## src/rtl/ca1_pkg.sv

```systemverilog
// rtl/ca1_pkg.sv - shared types and defaults for the result collector slice
package ca1_pkg;

    localparam int RESULT_W = 32;

    typedef enum logic [0:0] {
        COLLECT = 1'b0,
        DRAIN   = 1'b1
    } collector_state_t;

endpackage

```

## src/rtl/result_mem.sv

```systemverilog
// rtl/result_mem.sv - result word storage, sync write / async read, no reset on contents
module result_mem #(
    parameter int DATA_W = 32,
    parameter int DEPTH  = 8,
    parameter int AW     = $clog2(DEPTH)
) (
    input  logic              clk,
    input  logic              we,
    input  logic [AW-1:0]     waddr,
    input  logic [DATA_W-1:0] wdata,
    input  logic [AW-1:0]     raddr,
    output logic [DATA_W-1:0] rdata
);

    logic [DATA_W-1:0] mem [DEPTH];

    // capture one word per write strobe; storage is deliberately left unreset
    always_ff @(posedge clk) begin
        if (we) begin
            mem[waddr] <= wdata;
        end
    end

    assign rdata = mem[raddr];

endmodule

```

## src/rtl/result_collector.sv

```systemverilog
// rtl/result_collector.sv - buffers controller results per batch and streams them out in order
module result_collector
    import ca1_pkg::*;
#(
    parameter int DATA_W = RESULT_W,
    parameter int DEPTH  = 8,
    parameter int CNT_W  = $clog2(DEPTH) + 1
) (
    input  logic              clk,
    input  logic              rst_n,
    input  logic              wr_ram,
    input  logic [DATA_W-1:0] wr_data,
    input  logic              batch_done,
    input  logic              out_ready,
    output logic              out_valid,
    output logic [DATA_W-1:0] out_data,
    output logic              out_last,
    output logic              full,
    output logic [CNT_W-1:0]  count,
    output logic              busy,
    output logic              overflow
);

    localparam int PTR_W = $clog2(DEPTH);

    collector_state_t state;
    collector_state_t state_nxt;

    logic [PTR_W-1:0] wr_ptr;
    logic [PTR_W-1:0] rd_ptr;
    logic             mem_we;
    logic             rd_adv;
    logic             batch_clear;
    logic             ovf_set;

    assign full = (count == CNT_W'(DEPTH));
    assign busy = (state == DRAIN);

    result_mem #(
        .DATA_W (DATA_W),
        .DEPTH  (DEPTH),
        .AW     (PTR_W)
    ) u_mem (
        .clk   (clk),
        .we    (mem_we),
        .waddr (wr_ptr),
        .wdata (wr_data),
        .raddr (rd_ptr),
        .rdata (out_data)
    );

    // state register
    always_ff @(posedge clk or negedge rst_n) begin
        if (!rst_n) begin
            state <= COLLECT;
        end else begin
            state <= state_nxt;
        end
    end

    // next state and handshake outputs; a write in the batch_done cycle counts toward the batch
    always_comb begin
        state_nxt   = state;
        out_valid   = 1'b0;
        out_last    = 1'b0;
        mem_we      = 1'b0;
        rd_adv      = 1'b0;
        batch_clear = 1'b0;
        ovf_set     = 1'b0;
        case (state)
            COLLECT: begin
                mem_we  = wr_ram && !full;
                ovf_set = wr_ram && full;
                if (batch_done && ((count != '0) || mem_we)) begin
                    state_nxt = DRAIN;
                end
            end
            DRAIN: begin
                out_valid = 1'b1;
                out_last  = (CNT_W'(rd_ptr) == (count - CNT_W'(1)));
                ovf_set   = wr_ram;
                if (out_ready) begin
                    if (out_last) begin
                        batch_clear = 1'b1;
                        state_nxt   = COLLECT;
                    end else begin
                        rd_adv = 1'b1;
                    end
                end
            end
            default: state_nxt = COLLECT;
        endcase
    end

    // pointers, occupancy and sticky overflow; the final transfer empties the whole batch at once
    always_ff @(posedge clk or negedge rst_n) begin
        if (!rst_n) begin
            wr_ptr   <= '0;
            rd_ptr   <= '0;
            count    <= '0;
            overflow <= 1'b0;
        end else begin
            if (batch_clear) begin
                wr_ptr <= '0;
                rd_ptr <= '0;
                count  <= '0;
            end else begin
                if (mem_we) begin
                    wr_ptr <= wr_ptr + PTR_W'(1);
                    count  <= count + CNT_W'(1);
                end
                if (rd_adv) begin
                    rd_ptr <= rd_ptr + PTR_W'(1);
                end
            end
            if (ovf_set) begin
                overflow <= 1'b1;
            end
        end
    end

endmodule

```

## config.mk

```make
export PLATFORM = sky130hd
export DESIGN_NAME = result_collector
export DESIGN_NICKNAME = d
export VERILOG_FILES = /design/src/rtl/ca1_pkg.sv /design/src/rtl/result_mem.sv /design/src/rtl/result_collector.sv
export SDC_FILE = /design/constraint.sdc
export NUM_CORES = 1
export LEC_CHECK = 0
export ABC_AREA = 1
export CAP_MARGIN = 5
export CORE_MARGIN = 3
export CORE_UTILIZATION = 55
export CTS_BUF_LIST = sky130_fd_sc_hd__clkbuf_2
export CTS_CLUSTER_DIAMETER = 40
export CTS_CLUSTER_SIZE = 10
export DETAILED_ROUTE_END_ITERATION = 6
export GPL_ROUTABILITY_DRIVEN = 0
export PLACE_DENSITY = 0.84
export SLEW_MARGIN = 20
export SYNTH_ARGS = -nofsm -noshare
export SYNTH_HDL_FRONTEND = slang
export SYNTH_SLANG_ARGS = --single-unit
```

## constraint.sdc

```tcl
create_clock -name clk -period 3.4 [get_ports clk]
set_input_delay 1.02 -clock clk [delete_from_list [all_inputs] [get_ports clk]]
set_output_delay 1.02 -clock clk [all_outputs]
set_load 0.05 [all_outputs]
```

-- After elaboration in Yosys (flattened, before gate mapping)
Memory sizes are Yosys's and may differ from the RTL's.
Index checks and enable logic that the tools add are counted.
- add/subtract/negate cells: 4
- equal/unequal tests: 2
- multiplexer cells: 21
- bitwise logic cells: 1
- reduce and logical (&&, ||, !) cells: 8
- operators by type and width (operator ; number):
    1-bit two-way mux ; 13
    3-bit two-way mux ; 4
    4-bit two-way mux ; 2
    3-bit by 1-bit adder with 3-bit output (second input constant) ; 2
    4-bit by 1-bit adder with 4-bit output (second input constant) ; 1
    3-bit by 4-bit equality test with 1-bit output ; 1
    4-bit equality test (second input constant) ; 1
    1-bit case mux with 2 select lines ; 2
    2-bit nonzero test ; 2
    4-bit nonzero test ; 1
    4-bit by 1-bit subtractor with 4-bit output (second input constant) ; 1
    1-bit logical AND ; 3
    1-bit zero test ; 1
    1-bit logical OR ; 1
    1-bit NOT ; 1
- register bits: 12
- RAM bits: 256
- output and inout port bits: 41
- word-level logic and storage cells: 42
- memories: 1
- memories (memory ; words ; width ; rd ports ; clocked after Yosys merged registers in ; write ports ; line ; source):
    u_mem.mem ; 8 ; 32 ; 1 ; 0 ; 1 ; result_mem.sv:15 ; logic [DATA_W-1:0] mem [DEPTH];

-- Logic depth before layout (Yosys ltp)
- depth in word-level cells: 7
- depth in mapped cells: 10
- mapped depth without buffers: 10

-- By module
Synthesis repeated with hierarchy kept, for this count alone.
- cells, all modules: 1225
- area total of the unflattened synthesis: 12067.8 µm²
- by module, submodules not included (module ; times used ; cells each ; area an instance (µm²) ; sequential area each (µm²)):
    result_mem ; 1 ; 1124 ; 11232.0 ; 7687.4
    result_collector ; 1 ; 101 ; 835.8 ; 300.3

-- Least setup slack after synthesis
No wires, ideal clock.
- path kind: reg2reg
- start: register count[0]
- end: memory u_mem.mem[1][0], enable pin
- setup time: 0.421 ns
- arrival: 3.028 ns
- path slack: -0.049 ns
- stages on the path, launching flop included: 8
- clock period less this slack: 3.449 ns
- cell sequence: dfrtp_1 > inv_1 > ha_1 > nand3_1 > nand3_1 > inv_1 > nand2_1 > nor2_1
- longest elaborated chain between the ends: 6
- RTL lines (item ; line ; source):
    from (decl) ; result_collector.sv:19 ; output logic [CNT_W-1:0] count,
    from (signal assigned) ; result_collector.sv:110 ; count <= count + CNT_W'(1);
    4-bit equality test ; result_collector.sv:36 ; assign full = (count == CNT_W'(DEPTH));
    1-bit zero test ; result_collector.sv:72 ; mem_we = wr_ram && !full;
    1-bit logical AND ; result_collector.sv:72 ;
    1-bit two-way mux ; result_collector.sv:70 ; case (state)
    1-bit two-way mux ; result_mem.sv:19 ; if (we) begin
    1-bit two-way mux (implied by the code) ; result_mem.sv:20 ; mem[waddr] <= wdata;
    to (decl) ; result_mem.sv:15 ;
Every way passes these cells.

-- Final worst setup path
- start: register rd_ptr[0]
- end: output out_data[17]
- longest elaborated chain between the ends: 1
- RTL lines (item ; line ; source):
    from (decl) ; result_collector.sv:30 ; logic [PTR_W-1:0] rd_ptr;
    from (signal assigned) ; result_collector.sv:113 ; rd_ptr <= rd_ptr + PTR_W'(1);
    memory 8 x 32 bit ; -- ;
    to (decl) ; result_collector.sv:16 ; output logic [DATA_W-1:0] out_data,
Every way passes these cells.

==> qor.yml <==
routing:
  wl_per_cell_um: 22.0
  routed_wirelength_mm: 27.4
  ant_nets: 0
  viasPerCell: 6.07
  drt_iter0_drc: 933
  drt-pass1-iter-count: 7
  drcViolationCount: 2
  vias: 7529
hold_path:
  hold_path.class: "reg -> reg"
power_and_ir_drop:
  vdd_ir_drop_max_v: 0.000654
  leakage_uw: 0.00453
  power_uw: 11400
  combPwrFrac: 0.526
  p_seq_frac: 0.338
  power.internal_uw: 6290
  clockPowerShare: 0.137
  p_switching_uw: 5150
  powerDensity_nw_per_um2: 901
  swShare: 0.450
timing:
  fmax_mhz: 300
  setup_viol: 0
  hold_violations: 0
  finalCritPeriodShare: 0.982
  fin_skew_ns: 0.0922
  rsz0062_at_grt: "yes"
  period_minus_slack_ns: 3.34
  worst_pin_slew_ns: 0.567
  relSlewSlack: 0.621
  finalMaxSlewViolations: 0
clocking:
  cts_hold_buffers: 0
  cts_tree: "yes"
  worstSkewPairLatency_ns: 0.79
  numCtsBuffers: 35
  cts_max_path_buffers: 3
  clk_pin_slew_worst_paths_ns: 0.15
  cts.sinks: 268
  htree_levels: 2
  root_buffer: "clkbuf_2"
synthesis:
  synth_mux_area_frac: 0
  synth_fa_ha_area_frac: 0.00589
  syn_inst: 852
  syn_nets: 894
  synthXorXnorAreaFrac: 0.000824
  synth-seq-cells: 268
  seq_area_frac_synth: 0.751
  synth_compound_area_frac: 0.100
  syn_avg_cell_area_um2: 12.5
  yosys.area_share.simple: 0.112
  yosys_warnings: 0
  syn_area_um2: 10600
  synth_cell_types: 22
  synth_top_family_by_area: "simple AND/OR/NAND/NOR gates"
worst_setup_path:
  rr_worst_depth: 7
  path_class: "reg -> out"
  path_max_fanout: 8
  required_ns: 2.38
  cp-start-kind: "register"
  cp-end-kind: "output port"
  setup.worst_path.end: "out_data[17]"
  critPathLaunch: "rd_ptr[0]$_DFFE_PN0P_"
  worst_ep_arrival_time_ns: 2.32
  r2r-start: "count[2]$_DFFE_PN0P_"
  reg2reg_slack_ns: 0.90
  rr_endpoint: "u_mem.mem[7][11]$_DFFE_PP_"
cells_and_area:
  syn_to_final_growth_pct: 19.5
  layout_commonest_cell: "edfxtp_1"
  layout_common_cells: "edfxtp_1, nor2_1, nand2_1, o21ai_0, o22ai_1"
  fillCellCount: 1273
  drive_above_1_share: 0.159
  final_util: 0.674
  final_net_count: 1006
die:
  die_w_um: 145
  ios: 78
  core_area_um2: 18800
  die_area_um2: 21000
  initial_utilization: 0.565
  rows: 50
  die_y_um: 145
global_route:
  globalRouteOverflowTotal: 0
  grt_pass1_vias: 7468
  grt_usage: 0.241
  antenna_found_initial: 1
  grt_max_degree: 44
  grt_first_pass_wirelength_mm: 40.0
run:
  drv_cap: 0
place:
  hpwlAfterDp_mm: 14.2
  port_buffers: 77
run_status:
  violations: "design-rule violations"
  status: "finished, violations left"
## stage by stage
step	TNS (ns)	hold WS (ns)	std cells	instance area, µm²	setup slack (ns)
CTS	-0.0571	0.494	1230	12400	-0.0288
global route	-0.254	0.545	1241	12700	-0.0358
floorplan	-10.85	0.562	852	10600	-0.0495
finish	0	0.491	1241	12700	0.0616
detailed placement	0	0.457	1166	11800	0.228
global placement	0	0.446	1166	11800	0.305
## sequential cells by signal, summed over array words and instances, names as in the netlist
name,cells
rd_ptr,3
busy,1
count,4
wr_ptr,3
u_mem.mem,256
overflow,1
## how the worst min path moves through the flow
stage	start	end	slack [ns]	cells past startpoint
finish	overflow$_DFFE_PN0P_	overflow$_DFFE_PN0P_	0.49	2
global route	overflow$_DFFE_PN0P_	overflow$_DFFE_PN0P_	0.54	2
CTS	overflow$_DFFE_PN0P_	overflow$_DFFE_PN0P_	0.49	2
detailed placement	overflow$_DFFE_PN0P_	overflow$_DFFE_PN0P_	0.46	2
global placement	overflow$_DFFE_PN0P_	overflow$_DFFE_PN0P_	0.45	2
floorplan	wr_ptr[2]$_DFFE_PN0P_	wr_ptr[2]$_DFFE_PN0P_	0.56	4
## layer usage
layer	wire, µm	part of all wire	global-route usage
met5	0	0	0
met4	1040	0.038	0.106
met3	3210	0.12	0.0400
met2	13500	0.49	0.408
met1	9590	0.35	0.310
## layout make-up
type                       instances  area, µm²  area share
timing repair buffer             123       1500       0.118
tap                              260        325      0.0256
multi-input combinational        511       2430       0.191
sequential                       268       7990       0.629
inverter                          23        104     0.00818
clock buffer                      44        220      0.0173
antenna                            1       2.50    0.000197
clock inverter                     9        103     0.00808
timing repair inverter             2       17.5     0.00138
## cell families (layout without fill, tap and decap cells)
group / Yosys count / after routing
other: 0 / 1
and+or+nand+nor: 308 / 308
adders and majority gates: 5 / 5
xor gates and xnor gates: 1 / 1
DFF: 268 / 268
buffers and inverters: 73 / 201
AOI/OAI and AO/OA: 197 / 197
## Yosys cell counts
library cell,number,area (µm²)
buf_4,3,22.5
edfxtp_1,256,7690
nand2_1,141,529
clkinv_1,1,3.75
dfrtp_1,12,300
xor2_1,1,8.76
buf_6,1,11.3
nor3_4,1,16.3
a21oi_1,1,5.00
inv_1,21,78.8
buf_2,16,80.1
inv_2,1,3.75
nor2_1,150,563
buf_1,2,7.51
nand3_1,13,65.1
o21ai_0,119,596
o21ai_1,13,65.1
clkbuf_1,28,105
o22ai_1,64,400
nand4_1,2,12.5
ha_1,5,62.6
and2_1,1,6.26
## power by group through the flow
stage / Combinational, µW / Clock [µW] / Sequential, µW
3_5_place_dp: 4920 / 0 / 3920
4_1_cts: 5460 / 1590 / 3850
6_report: 6010 / 1560 / 3860
3_3_place_gp: 4760 / 0 / 3910
2_1_floorplan: 3330 / 0 / 3970
5_1_grt: 6370 / 1730 / 3880
## critical path: stages (launching register included)
cell and delay [ns]:
dfrtp_4 0.54, buf_12 0.20, clkbuf_16 0.18, nor2_1 0.06, o22ai_1 0.18, nand2_1 0.09, nand2_1 0.12, buf_4 0.21
## timing repair
action | 4_1_cts | 5_1_grt
buffers inserted | 5 | 4
pin swaps | 1 | 14
endpoints found under the setup margin | 34 | 33
gates cloned | 6 | 7
gates resized for setup | 20 | 50
Power figures use the tool's default switching activity.
